$ cat src/rtl/flit_tx_if.sv
// rtl/flit_tx_if.sv - FIFO, allocator, link and credit signals of the flit transmitter
interface flit_tx_if #(
  parameter int FLIT_LENGTH = 32,
  parameter int CREDIT_W    = 3
);
  logic [FLIT_LENGTH-1:0] fifo_data_i;
  logic                   fifo_empty_i;
  logic                   fifo_pop_o;
  logic                   req_o;
  logic                   grant_i;
  logic                   link_valid_o;
  logic [FLIT_LENGTH-1:0] link_flit_o;
  logic                   credit_i;
  logic [CREDIT_W-1:0]    credit_o;
  logic                   err_o;

  // transmitter side
  modport slave (
    input  fifo_data_i, fifo_empty_i, grant_i, credit_i,
    output fifo_pop_o, req_o, link_valid_o, link_flit_o, credit_o, err_o
  );

  // environment side: FIFO, allocator and downstream router
  modport master (
    output fifo_data_i, fifo_empty_i, grant_i, credit_i,
    input  fifo_pop_o, req_o, link_valid_o, link_flit_o, credit_o, err_o
  );
endinterface

$ cat src/rtl/flit_tx.sv
// rtl/flit_tx.sv - credit-based link transmitter draining a router input FIFO
module flit_tx #(
  parameter int FLIT_LENGTH = 32,
  parameter int CREDIT_MAX  = 4,
  parameter int CREDIT_W    = 3
) (
  input  logic      clk,
  input  logic      rst_n,
  flit_tx_if.slave  bus
);

  typedef enum logic [1:0] {
    S_IDLE = 2'd0,
    S_REQ  = 2'd1,
    S_SEND = 2'd2
  } state_t;

  localparam logic [CREDIT_W-1:0] LP_CREDIT_MAX = CREDIT_W'(CREDIT_MAX);

  state_t                 r_state;
  state_t                 w_next_state;
  logic [CREDIT_W-1:0]    r_credit;
  logic                   r_first;
  logic                   r_err;
  logic                   r_link_valid;
  logic [FLIT_LENGTH-1:0] r_link_flit;

  logic [1:0]             w_type;
  logic                   w_is_head;
  logic                   w_is_tail;
  logic                   w_send;
  logic                   w_orphan;
  logic                   w_dup_head;
  logic                   w_credit_ovf;

  // Flit type decode: head/single open a packet, tail/single close it
  assign w_type    = bus.fifo_data_i[FLIT_LENGTH-1 -: 2];
  assign w_is_head = (w_type == 2'b01) || (w_type == 2'b11);
  assign w_is_tail = (w_type == 2'b10) || (w_type == 2'b11);

  // Next-state logic plus the send/discard decisions that drive the pop strobe
  always_comb begin
    w_next_state = r_state;
    w_send       = 1'b0;
    w_orphan     = 1'b0;
    case (r_state)
      S_IDLE: begin
        if (!bus.fifo_empty_i) begin
          if (w_is_head) begin
            w_next_state = S_REQ;
          end else begin
            w_orphan = 1'b1;
          end
        end
      end
      S_REQ: begin
        if (bus.grant_i) begin
          w_next_state = S_SEND;
        end
      end
      S_SEND: begin
        if (!bus.fifo_empty_i && (r_credit != '0)) begin
          w_send = 1'b1;
          if (w_is_tail) begin
            w_next_state = S_IDLE;
          end
        end
      end
      default: w_next_state = S_IDLE;
    endcase
  end

  // Protocol violations: a head inside a packet, or a credit beyond the downstream depth
  assign w_dup_head   = w_send && w_is_head && !r_first;
  assign w_credit_ovf = bus.credit_i && !w_send && (r_credit == LP_CREDIT_MAX);

  // State register
  always_ff @(posedge clk or negedge rst_n) begin
    if (!rst_n) begin
      r_state <= S_IDLE;
    end else begin
      r_state <= w_next_state;
    end
  end

  // Marks the first flit after the grant, so a later head is recognised as misplaced
  always_ff @(posedge clk or negedge rst_n) begin
    if (!rst_n) begin
      r_first <= 1'b0;
    end else if ((r_state == S_REQ) && bus.grant_i) begin
      r_first <= 1'b1;
    end else if (w_send) begin
      r_first <= 1'b0;
    end
  end

  // Link output register: flit captured on send, held through stalls
  always_ff @(posedge clk or negedge rst_n) begin
    if (!rst_n) begin
      r_link_valid <= 1'b0;
      r_link_flit  <= '0;
    end else begin
      r_link_valid <= w_send;
      if (w_send) begin
        r_link_flit <= bus.fifo_data_i;
      end
    end
  end

  // Credit counter: send consumes, return refills, both cancel, saturates at depth
  always_ff @(posedge clk or negedge rst_n) begin
    if (!rst_n) begin
      r_credit <= LP_CREDIT_MAX;
    end else begin
      case ({w_send, bus.credit_i})
        2'b10:   r_credit <= r_credit - 1'b1;
        2'b01:   if (r_credit != LP_CREDIT_MAX) r_credit <= r_credit + 1'b1;
        default: r_credit <= r_credit;
      endcase
    end
  end

  // Sticky error flag, cleared only by reset
  always_ff @(posedge clk or negedge rst_n) begin
    if (!rst_n) begin
      r_err <= 1'b0;
    end else if (w_orphan || w_dup_head || w_credit_ovf) begin
      r_err <= 1'b1;
    end
  end

  assign bus.fifo_pop_o   = w_send || w_orphan;
  assign bus.req_o        = (r_state == S_REQ) || (r_state == S_SEND);
  assign bus.link_valid_o = r_link_valid;
  assign bus.link_flit_o  = r_link_flit;
  assign bus.credit_o     = r_credit;
  assign bus.err_o        = r_err;

endmodule

$ cat src/flat_wrapper.sv
// flat-port wrapper written by rule: the top's interface ports become plain ports
module flit_tx_flat 
#(
  parameter int FLIT_LENGTH = 32,
  parameter int CREDIT_MAX  = 4,
  parameter int CREDIT_W    = 3
)
  (clk, rst_n, bus_fifo_data_i, bus_fifo_empty_i, bus_grant_i, bus_credit_i, bus_fifo_pop_o, bus_req_o, bus_link_valid_o, bus_link_flit_o, bus_credit_o, bus_err_o);
  flit_tx_if #(.FLIT_LENGTH(FLIT_LENGTH), .CREDIT_W(CREDIT_W)) bus_i ();
  input  logic clk;
  input  logic rst_n;
  input wire logic [$bits(bus_i.fifo_data_i)-1:0] bus_fifo_data_i;
  input wire logic [$bits(bus_i.fifo_empty_i)-1:0] bus_fifo_empty_i;
  input wire logic [$bits(bus_i.grant_i)-1:0] bus_grant_i;
  input wire logic [$bits(bus_i.credit_i)-1:0] bus_credit_i;
  output wire logic [$bits(bus_i.fifo_pop_o)-1:0] bus_fifo_pop_o;
  output wire logic [$bits(bus_i.req_o)-1:0] bus_req_o;
  output wire logic [$bits(bus_i.link_valid_o)-1:0] bus_link_valid_o;
  output wire logic [$bits(bus_i.link_flit_o)-1:0] bus_link_flit_o;
  output wire logic [$bits(bus_i.credit_o)-1:0] bus_credit_o;
  output wire logic [$bits(bus_i.err_o)-1:0] bus_err_o;
  assign bus_i.fifo_data_i = bus_fifo_data_i;
  assign bus_i.fifo_empty_i = bus_fifo_empty_i;
  assign bus_i.grant_i = bus_grant_i;
  assign bus_i.credit_i = bus_credit_i;
  assign bus_fifo_pop_o = bus_i.fifo_pop_o;
  assign bus_req_o = bus_i.req_o;
  assign bus_link_valid_o = bus_i.link_valid_o;
  assign bus_link_flit_o = bus_i.link_flit_o;
  assign bus_credit_o = bus_i.credit_o;
  assign bus_err_o = bus_i.err_o;
  flit_tx #(.FLIT_LENGTH(FLIT_LENGTH), .CREDIT_MAX(CREDIT_MAX), .CREDIT_W(CREDIT_W)) u_core (.clk(clk), .rst_n(rst_n), .bus(bus_i));
endmodule
$ cat config.mk
export PLATFORM = sky130hd
export DESIGN_NAME = flit_tx_flat
export DESIGN_NICKNAME = d
export VERILOG_FILES = /design/src/rtl/flit_tx_if.sv /design/src/rtl/flit_tx.sv /design/src/flat_wrapper.sv
export SDC_FILE = /design/constraint.sdc
export NUM_CORES = 1
export LEC_CHECK = 0
export ABC_CLOCK_PERIOD_IN_PS = 4900
export BUFFER_PORTS_ARGS = -buffer_cell sky130_fd_sc_hd__buf_4
export CAP_MARGIN = 40
export CORE_ASPECT_RATIO = 1.2
export CORE_MARGIN = 5
export CORE_UTILIZATION = 50
export CTS_BUF_LIST = sky130_fd_sc_hd__clkbuf_4
export DETAILED_ROUTE_END_ITERATION = 8
export PLACE_DENSITY = 0.83
export SLEW_MARGIN = 25
export SYNTH_ARGS = -nofsm -noshare
export SYNTH_HDL_FRONTEND = slang
export SYNTH_SLANG_ARGS = --single-unit
$ cat constraint.sdc
create_clock -name clk -period 4.9 [get_ports clk]
set_clock_uncertainty 0.1 [all_clocks]
set_input_delay 0.735 -clock clk [delete_from_list [all_inputs] [get_ports clk]]
set_output_delay 0.735 -clock clk [all_outputs]
set_load 0.03 [all_outputs]
== Yosys cells after proc, flatten, opt, wreduce, memory -nomap -nowiden ==
Cells that the tools add are included.
Cells by class
  $add $sub $neg: 2
  mux-type cells: 15
  reductions and logical operators: 21
  eq/ne operators: 15
Operator list (count)
  two-way mux 2 bit: 5
  equality test 2 bit (second input constant): 4
  != test 2 x 1 -> 1 bit (second input constant): 4
  two-way mux 1 bit: 7
  equality test 2 x 1 -> 1 bit (second input constant): 3
  logical AND 1 bit: 6
  logical OR 1 bit: 6
  one-hot mux 2 bit (3 select lines): 1
  one-hot mux 3 bit (2 select lines): 1
  AND reduction 5 bit: 1
  != test 2 bit (second input constant): 2
  nonzero test 2 bit: 2
  adder 3 x 1 -> 3 bit (second input constant): 1
  equality test 3 bit (second input constant): 1
  logical NOT 1 bit: 3
  two-way mux 3 bit: 1
  != test 3 bit (second input constant): 1
  nonzero test 3 bit: 1
  subtractor 3 x 1 -> 3 bit (second input constant): 1
  logical NOT 2 bit: 1
  AND reduction 2 bit: 1
Word-level totals
  output and inout bits: 39
  flip-flop bits (word level): 40
  input port bits: 37

== Logic depth before layout (Yosys ltp) ==
Gate-level depths: netlist of run 1.
  word-level depth: 8
  mapped depth: 12

== Worst setup path before layout of run 1 ==
OpenSTA, ideal clock, no wires.
  path kind: input to register
  from: input port bus_fifo_empty_i
  to: register u_core.r_credit[2] (netlist: u_core.bus.credit_o[2])
  slack: 2.419 ns
  data required time: 4.716 ns
  buffers on the path: 2
  stages: 10
  library setup time: 0.084 ns
  arrival time: 2.298 ns
  path through: and2b_4 nand2b_2 buf_6 buf_8 nand2_1 fa_1 nor2_1 nand2_1 and3_1 a311o_1
On the way
  word-level cells in the longest chain between the ends: 7
  elaborated cells between the ends (all ways): 10
Ends and longest elaborated chain
  from (decl): RTL line flat_wrapper.sv:13  | input wire logic [$bits(bus_i.fifo_empty_i)-1:0] bus_fifo_empty_i;
  logical NOT 1 bit *
  logical AND 1 bit *: RTL line flit_tx.sv:62  | if (!bus.fifo_empty_i && (r_credit != '0)) begin
  two-way mux 1 bit *: RTL line flit_tx.sv:62
  two-way mux 1 bit *: RTL line flit_tx.sv:46  | case (r_state)
  equality test 2 x 1 -> 1 bit / equality test 2 bit (equally long branches): RTL line flit_tx.sv:115  | case ({w_send, bus.credit_i})
  != test 2 x 1 -> 1 bit (no source line) / nonzero test 2 bit (equally long branches)
  AND reduction 2 bit (no source line)
  to (signal assigned): RTL line flit_tx.sv:116  | 2'b10: r_credit <= r_credit - 1'b1;
  to (signal assigned): RTL line flit_tx.sv:117  | 2'b01: if (r_credit != LP_CREDIT_MAX) r_credit <= r_credit + 1'b1;
  to (signal assigned): RTL line flit_tx.sv:118  | default: r_credit <= r_credit;
  to (decl): RTL line flit_tx.sv:22  | logic [CREDIT_W-1:0] r_credit;
Every way passes the cells marked *; elsewhere a longest branch is shown, timed or not.
A chain may end at the register's enable or synchronous reset.

== Worst setup path after layout of run 1 ==
  from: register u_core.r_state[0]
  to: output port bus_fifo_pop_o
On the way
  word-level cells in the longest chain between the ends: 3
  elaborated cells between the ends (all ways): 5
Ends and longest elaborated chain
  from (decl): RTL line flit_tx.sv:20  | state_t r_state;
  from (signal assigned): RTL line flit_tx.sv:82  | r_state <= w_next_state;
  equality test 2 bit / logical NOT 2 bit (equally long branches): RTL line flit_tx.sv:46
  two-way mux 1 bit: RTL line flit_tx.sv:46
  logical OR 1 bit *: RTL line flit_tx.sv:132  | assign bus.fifo_pop_o = w_send || w_orphan;
  to (decl): RTL line flat_wrapper.sv:16  | output wire logic [$bits(bus_i.fifo_pop_o)-1:0] bus_fifo_pop_o;
Marks and branches as above.

==> flow_summary.yaml, run 1 <==
run_status:
  status: "completed"
power_and_ir_drop:
  switching_share_pct: 44.7
  power_density_mw_per_mm2: 675
  power_frac_comb_pct: 51.8
  ir_worst_vdd_mv: 0.409
  power_mw: 1.62
  clkPwrFrac_pct: 13.1
  net-switching-power_mw: 0.724
  internal-power_mw: 0.896
  p_leak_nw: 1.33
  power_frac_seq_pct: 35.1
place:
  dp_hpwl_um: 2880
  dp.cells: 296
  port_buffers: 75
  place.gp.congestion: 0.769
  post-place-ws_ns: 1.92
detailed_routing:
  drc: 0
  viasPerCell: 4.85
  drtIter0Drc: 47
  drtAntennaViolNets: 0
  first_pass_iters: 4
  wl_um: 3900
  vias: 1474
  wl_per_cell_um: 12.8
yosys:
  synth-seq-cells: 40
  synth_flop_cell: "dfrtp_1"
  synth_seq_area_share_pct: 55.9
  synth_edf_count: 0
  yosys-top-cells-area: "dfrtp_1 (54%), nand2_1 (21%), ha_1 (3.5%), buf_8 (2.5%), dfstp_2 (1.5%)"
  synthesis.area_mm2: 0.00179
  avgSynthCellArea_um2: 9.34
  yosysUniqueCellTypes: 32
  yosys_warnings: 0
  ys_async_sr_fraction_pct: 100
  yosys.cell_count.top_type: "nand2_1"
  synth.largest_area_cell: "dfrtp_1"
  synth_common_cells: "nand2_1 (100), dfrtp_1 (39), ha_1 (5)"
  syn_nets: 235
  synth.top_cell.area_share_pct: 54.4
  synthCells: 192
cells_and_area:
  layout.nets: 309
  ff_latch_area_mm2: 0.00100
  layout-drive-gt1-share_pct: 33.0
  antenna_cells: 0
  fin_cells: 304
  fill_cells: 296
  area_delta_synth_final_pct: 33.9
  multi_input_area_um2: 691
global_route:
  grt_usage_pct: 17.3
  grt_max_degree: 41
  grt_pass1_wl_um: 6520
  antenna_found_initial: 0
  grt_overflow: 0
  grt_pass1_vias: 1467
die:
  rows: 23
  dieWidth_um: 64.7
  num_io_pins: 76
  start_util_pct: 52.8
  core_mm2: 0.00340
  dieHeight_um: 75.6
  dieArea_mm2: 0.00489
clocking:
  clk_latency_ns: 0.34
  cts_tree: "built"
  htree_levels: 2
  cts_setup_buffers: 0
  cts.clk_slew.worst_paths_ns: 0.12
  cts.sinks: 40
  clk_root_buffer_cell: "clkbuf_4"
  cts_buffers: 5
  hold_buffers: 0
  cts_resized: 0
  ctsLongestPathBuffers: 2
job:
  maxCapViolCount: 0
sta:
  timing.fmax_mhz: 341
  fin_crit_ns: 2.93
  tightestPinTransition_ns: 0.727
  rsz0062_at_grt: "no"
  max-slew-margin-rel_pct: 51.6
  slew_viol_final: 0
  period_share_pct: 59.8
  setup_tns_ns: 0
  hold_violations: 0
  setup_slack_ns: 1.97
  finalSetupViolCount: 0
critical_path:
  crit_start: "u_core.r_state[0]"
  worstReg2RegStart: "u_core.r_state[0]"
  required_ns: 4.07
  critPathArrivalTime_ns: 2.09
  endpoint: "bus_fifo_pop_o"
  path_max_fanout: 38
  endpoint_kind: "output pin"
  start_kind: "flip-flop"
  reg2reg_slack_ns: 2.08
  rr_worst_depth: 10
  critPathKind: "flip-flop to output pin"
  timing.rr.end: "u_core.bus.credit_o[2]"
min_path:
  hold_path_class: "input pin to asynchronous set/reset pin"
## critical path: stages, from the launching register on
cell and delay, ns:
dfrtp_1 0.41, inv_1 0.09, ha_1 0.22, and2b_4 0.19, nand2b_2 0.52, nand2_1 0.11
buf_4 0.20
## how the worst min path moves through the flow
stage                          startpoint                    endpoint  slack (ns)  depth (start not counted)
3_3_place_gp   u_core.bus.link_flit_o[22]  u_core.bus.link_flit_o[22]        0.36                          2
2_1_floorplan                       rst_n      u_core.bus.credit_o[0]        0.34                          0
5_1_grt                             rst_n  u_core.bus.link_flit_o[29]        0.27                          1
3_5_place_dp   u_core.bus.link_flit_o[17]  u_core.bus.link_flit_o[17]        0.36                          2
4_1_cts                             rst_n  u_core.bus.link_flit_o[29]        0.24                          1
6_report                            rst_n   u_core.bus.link_flit_o[2]        0.23                          1
## area by class of cell
| class | count | area share, % |
|---|---|---|
| multi-input combinational | 139 | 28.8 |
| clock inverter | 3 | 1.77 |
| tap | 37 | 1.93 |
| sequential | 40 | 41.7 |
| timing repair buffer | 75 | 23.4 |
| inverter | 5 | 0.782 |
| clock buffer | 5 | 1.56 |
## flip-flops by register name (all words and copies together) (netlist names)
signal and count:
u_core.bus.link_flit_o 32, u_core.bus.credit_o 3, u_core.r_first 1, u_core.r_state 2, u_core.bus.link_valid_o 1, u_core.bus.err_o 1
## power groups by stage
stage	Combinational [mW]	Clock, mW	Sequential (mW)
3_5_place_dp	0.850	0	0.575
5_1_grt	0.917	0.231	0.593
2_1_floorplan	0.303	0	0.825
3_3_place_gp	0.833	0	0.571
6_report	0.839	0.213	0.569
4_1_cts	0.852	0.221	0.568
## logic make-up after synthesis
family          Yosys count  synth area share, %
fa+ha+maj                 6                 4.61
buf+inv                  13                 5.58
compound gates           12                 4.89
mux                       2                 1.26
simple gates            117                 26.8
flops                    40                 55.9
xor+xnor                  2                0.977
## stage by stage
step	area [um2]	utilization [%]	hold slack (ns)
detailed placement	2320	68.3	0.363
floorplan	1790	-	0.339
global route	2400	70.7	0.267
global placement	2320	68.3	0.358
CTS	2400	70.7	0.239
finish	2400	70.7	0.235
## metal layers
layer	GRT usage, %	up-vias	part of all wire, %
li1	-	747	-
met1	19.7	683	40
met2	32.1	39	53
met3	3.54	5	5.9
met4	7.04	0	1.3
met5	0	-	0
## placed cells by master, fill, tap and decap left out, types with 2 or more instances in the layout
cell type | synthesis | layout
a21oi_1 | 3 | 3
buf_4 | 2 | 75
clkbuf_4 | 0 | 5
dfrtp_1 | 39 | 39
ha_1 | 5 | 5
inv_1 | 4 | 4
mux2_1 | 2 | 2
nand2_1 | 100 | 100
nand2b_1 | 3 | 3
nand3_1 | 3 | 3
nand3b_1 | 2 | 2
nor2_1 | 4 | 4
o21ai_0 | 2 | 2
Note: power is estimated with default switching activity, not from simulation.
==> run 2, diff against run 1 <==
--- a/config.mk
+++ b/config.mk
@@ -5,15 +5,15 @@
 export SDC_FILE = /design/constraint.sdc
 export NUM_CORES = 1
 export LEC_CHECK = 0
-export ABC_CLOCK_PERIOD_IN_PS = 4900
+export ABC_CLOCK_PERIOD_IN_PS = 3100
 export BUFFER_PORTS_ARGS = -buffer_cell sky130_fd_sc_hd__buf_4
 export CAP_MARGIN = 40
 export CORE_ASPECT_RATIO = 1.2
 export CORE_MARGIN = 5
-export CORE_UTILIZATION = 50
+export CORE_UTILIZATION = 49
 export CTS_BUF_LIST = sky130_fd_sc_hd__clkbuf_4
 export DETAILED_ROUTE_END_ITERATION = 8
-export PLACE_DENSITY = 0.83
+export PLACE_DENSITY = 0.82
 export SLEW_MARGIN = 25
 export SYNTH_ARGS = -nofsm -noshare
 export SYNTH_HDL_FRONTEND = slang
==> constraint.sdc (replaced) <==
create_clock -name clk -period 3.1 [get_ports clk]
set_clock_uncertainty 0.1 [all_clocks]
set_input_delay 0.465 -clock clk [delete_from_list [all_inputs] [get_ports clk]]
set_output_delay 0.465 -clock clk [all_outputs]
set_load 0.03 [all_outputs]
==> flow_summary.yaml, run 2 (synthesis results as in run 1) <==
run_status:
  status: "completed"
die:
  dieHeight_um: 76.3
  core_mm2: 0.00357
  dieWidth_um: 65.2
  start_util_pct: 50.2
  dieArea_mm2: 0.00497
  rows: 24
  num_io_pins: 76
detailed_routing:
  wl_um: 3920
  first_pass_iters: 4
  drtIter0Drc: 50
  wl_per_cell_um: 12.7
  drtAntennaViolNets: 0
  vias: 1492
  viasPerCell: 4.84
  drc: 0
place:
  dpl-instance-area_mm2: 0.00233
  port_buffers: 75
  dp.cells: 299
  dp_hpwl_um: 2910
  place.gp.congestion: 0.813
  post-place-ws_ns: 0.844
sta:
  fin_crit_ns: 2.53
  setup_slack_ns: 0.571
  slew_viol_final: 0
  finalSetupViolCount: 0
  tightestPinTransition_ns: 0.504
  max-slew-margin-rel_pct: 66.4
  period_share_pct: 81.6
  hold_violations: 0
  rsz0062_at_grt: "no"
  hold_slack_ns: 0.221
  timing.fmax_mhz: 395
  setup_tns_ns: 0
power_and_ir_drop:
  ir_worst_vdd_mv: 0.555
  p_leak_nw: 1.34
  power_mw: 2.56
  power_density_mw_per_mm2: 1060
clocking:
  cts.clk_slew.worst_paths_ns: 0.12
  ctsLongestPathBuffers: 2
  cts_buffers: 5
  clk_root_buffer_cell: "clkbuf_4"
  clk_latency_ns: 0.33
  cts_tree: "built"
  htree_levels: 2
  cts_resized: 0
  cts.sinks: 40
critical_path:
  critPathMaxStageDelay_ns: 0.41
  critPathKind: "flip-flop to output pin"
  path_max_fanout: 37
  critPathArrivalTime_ns: 1.96
  path_cells: "inv_1 > ha_1 > and2b_4 > nand2b_2 > buf_4 > nand2_1 > buf_4"
  required_ns: 2.53
  critPathBufInv: 3
  slowest_stage: "dfrtp_1"
  critPathTopFamily: "buffers and inverters"
  start_kind: "flip-flop"
  endpoint_kind: "output pin"
  crit_top_cell: "buf_4"
cells_and_area:
  ff_latch_area_mm2: 0.00100
  largest_register_ffs: 32
  fill_cells: 292
  multi_input_area_um2: 691
  layout-drive-gt1-share_pct: 32.7
  antenna_cells: 0
  final_common_cell: "nand2_1"
  fin_cells: 308
  fin_util_pct: 67.6
  area_delta_synth_final_pct: 34.8
  layout.nets: 311
  final_cell_mix: "nand2_1 (100), buf_4 (76), dfrtp_1 (39), ha_1 (5), clkbuf_4 (5)"
  final_area_mm2: 0.00242
min_path:
  hold_path_class: "input pin to flip-flop"
job:
  maxCapViolCount: 0
global_route:
  grt_usage_pct: 16.2
  grt_max_degree: 41
  antenna_found_initial: 0
  grt_overflow: 0
  grt_pass1_vias: 1500
  grt_pass1_wl_um: 6440
==> run 2: repair_timing <==
action	4_1_cts	5_1_grt
buffers inserted	0	0
endpoints found under the hold margin	39	0
hold buffers	1	0
==> run 2: power breakdown <==
part	internal, mW	leakage, nW	switching, mW
clock network	0.165	0.0403	0.158
logic	0.504	0.796	0.830
registers	0.749	0.498	0.153
total	1.42	1.34	1.14
==> run 2: worst register-to-register path, delay by kind of cell (launching register included) <==
| kind | cells | cell delay (ns) |
|---|---|---|
| AOI/OAI and AO/OA | 1 | 0.26 |
| adders and majority gates | 2 | 0.65 |
| buffers and inverters | 1 | 0.09 |
| DFF | 1 | 0.41 |
| and+or+nand+nor | 6 | 0.76 |
==> run 2: final cells by class <==
cell class,count,area share [%]
timing repair buffer,77,24.0
sequential,40,41.5
tap,39,2.02
clock buffer,5,1.55
multi-input combinational,139,28.6
clock inverter,3,1.55
inverter,5,0.777
==> run 2: per-layer routing <==
layer  global-route usage, %  share of wire [%]
met2                    29.7                 52
met5                       0                  0
met3                    3.83                7.3
met4                    5.60               0.46
met1                    17.8                 40
==> run 2: path summary, 6_finish.rpt <==
check / end / slack (ns) / startpoint / depth (start not counted)
worst max-delay path: bus_fifo_pop_o / 0.57 / u_core.r_state[0] / 7
worst min-delay path: u_core.bus.link_flit_o[18] / 0.22 / bus_fifo_data_i[18] / 3
worst max register to register: u_core.bus.credit_o[2] / 0.76 / u_core.r_state[0] / 10
worst min register to register: u_core.bus.link_flit_o[15] / 0.38 / u_core.bus.link_flit_o[15] / 2
max in group asynchronous: u_core.bus.credit_o[2] / 2.01 / rst_n / 2
min in group asynchronous: u_core.bus.err_o / 0.53 / rst_n / 2
==> run 3, diff against run 2 <==
--- a/config.mk
+++ b/config.mk
@@ -5,15 +5,15 @@
 export SDC_FILE = /design/constraint.sdc
 export NUM_CORES = 1
 export LEC_CHECK = 0
-export ABC_CLOCK_PERIOD_IN_PS = 3100
+export ABC_CLOCK_PERIOD_IN_PS = 2050
 export BUFFER_PORTS_ARGS = -buffer_cell sky130_fd_sc_hd__buf_4
 export CAP_MARGIN = 40
 export CORE_ASPECT_RATIO = 1.2
 export CORE_MARGIN = 5
-export CORE_UTILIZATION = 49
+export CORE_UTILIZATION = 44
 export CTS_BUF_LIST = sky130_fd_sc_hd__clkbuf_4
 export DETAILED_ROUTE_END_ITERATION = 8
-export PLACE_DENSITY = 0.82
+export PLACE_DENSITY = 0.77
 export SLEW_MARGIN = 25
 export SYNTH_ARGS = -nofsm -noshare
 export SYNTH_HDL_FRONTEND = slang
==> constraint.sdc (replaced) <==
create_clock -name clk -period 2.05 [get_ports clk]
set_clock_uncertainty 0.1 [all_clocks]
set_input_delay 0.3075 -clock clk [delete_from_list [all_inputs] [get_ports clk]]
set_output_delay 0.3075 -clock clk [all_outputs]
set_load 0.03 [all_outputs]
==> flow_summary.yaml, run 3 (synthesis results as in run 1) <==
run_status:
  status: "finished with violations"
  violations: "negative setup slack"
cells_and_area:
  final_cell_mix: "nand2_1 (99), buf_4 (84), dfrtp_1 (37), clkbuf_4 (5)"
  largest_register_ffs: 32
  final_common_cell: "nand2_1"
  layout.nets: 322
  area_delta_synth_final_pct: 45.5
  layout-drive-gt1-share_pct: 38.2
  antenna_cells: 0
  fin_cells: 334
die:
  num_io_pins: 76
  dieWidth_um: 68.3
  dieHeight_um: 79.9
  dieArea_mm2: 0.00546
  start_util_pct: 45.5
  rows: 25
  core_mm2: 0.00394
global_route:
  met1_usage_pct: 18.2
  use_met2_pct: 31.0
  grt_usage_pct: 16.9
  grt_overflow: 0
  use_met3_pct: 5.49
  grt_pass1_vias: 1588
  grt-busiest-layer: "met2"
  grt_pass1_wl_um: 6980
  antenna_found_initial: 0
  grt_max_degree: 41
critical_path:
  critPathArrivalTime_ns: 2.26
  critPathKind: "flip-flop to flip-flop"
  path_max_fanout: 3
  endpoint_kind: "flip-flop"
  start_kind: "flip-flop"
  required_ns: 2.23
  rr_worst_depth: 9
power_and_ir_drop:
  power_density_mw_per_mm2: 1580
  power_mw: 4.13
  p_leak_nw: 1.41
  ir_worst_vdd_mv: 0.767
clocking:
  cts.sinks: 40
  cts_tree: "built"
  cts_buffers: 5
  cts.clk_slew.worst_paths_ns: 0.12
  clk_root_buffer_cell: "clkbuf_4"
  htree_levels: 2
  ctsLongestPathBuffers: 2
  clk_latency_ns: 0.34
sta:
  rsz0062_at_grt: "yes"
  tightestPinTransition_ns: 0.535
  fin_crit_ns: 2.08
  setup_slack_ns: -0.0331
  period_share_pct: 102
  hold_violations: 0
  finalSetupViolCount: 1
  slew_viol_final: 0
  timing.fmax_mhz: 480
  max-slew-margin-rel_pct: 64.3
  setup_tns_ns: -0.0331
detailed_routing:
  wl_um: 4460
  viasPerCell: 4.77
  drtIter0Drc: 57
  drtAntennaViolNets: 0
  vias: 1594
  wl_per_cell_um: 13.3
  first_pass_iters: 4
  drc: 0
place:
  port_buffers: 75
  dp_hpwl_um: 3070
  dp.cells: 318
  place.gp.congestion: 0.819
min_path:
  holdPathStages: 3
  hold_path_class: "input pin to flip-flop"
job:
  maxCapViolCount: 0
==> run 3: cell type report <==
class	instances	area (um2)
clock buffer	5	37.5
clock inverter	3	37.5
fill	354	1330
inverter	5	18.8
multi-input combinational	139	738
sequential	40	1000
tap	54	67.6
timing repair buffer	88	704
==> run 3: what timing repair did <==
item,CTS,global route
cloned,1,0
pin swaps,2,0
setup endpoints to repair,2,9
hold buffers,1,0
setup buffers,4,2
gates resized for setup,3,4
endpoints found under the hold margin,39,0
==> run 3: final timing paths <==
kind,startpoint,end,slack (ns)
worst max-delay path,u_core.r_state[1],u_core.bus.credit_o[2],-0.03
worst min-delay path,bus_fifo_data_i[17],u_core.bus.link_flit_o[17],0.05
worst max register to register,u_core.r_state[1],u_core.bus.credit_o[2],-0.03
worst min register to register,u_core.bus.link_flit_o[2],u_core.bus.link_flit_o[2],0.39
max in group asynchronous,rst_n,u_core.bus.credit_o[0],1.11
min in group asynchronous,rst_n,u_core.r_state[0],0.37
==> run 3: routing by layer <==
layer / wire length (um) / vias to the layer above / part of all wire (%)
li1: - / 775 / -
met1: 1740 / 755 / 39
met2: 2320 / 55 / 52
met3: 341 / 9 / 7.7
met4: 56 / 0 / 1.3
met5: 0 / - / 0
==> run 3: through the flow <==
| stage | utilization [%] | area [um2] | setup slack, ns | hold WS [ns] |
|---|---|---|---|---|
| floorplan | - | 1830 | -0.240 | -0.0881 |
| finish | 66.2 | 2610 | -0.0331 | 0.0501 |
| global route | 66.2 | 2610 | -0.109 | 0.0289 |
| CTS | 65.3 | 2570 | 0.00717 | 0.0376 |
| detailed placement | 61.2 | 2410 | -0.0133 | 0.215 |
| global placement | 61.2 | 2410 | 0.0545 | 0.217 |
==> run 3: worst max-delay path: stages, from the launching register on <==
cell and delay [ns]:
dfrtp_1 0.45, ha_4 0.19, and2b_4 0.17, nand2b_4 0.10, nand2_4 0.05, fa_2 0.38
nor2_4 0.11, nand2_1 0.05, and3_1 0.16, a311o_1 0.27
==> run 3: report_power, final <==
part,switching [mW],total (mW),internal (mW)
Combinational,1.37,2.30,0.927
Clock,0.244,0.494,0.249
Sequential,0.203,1.34,1.14
Total,1.82,4.13,2.31
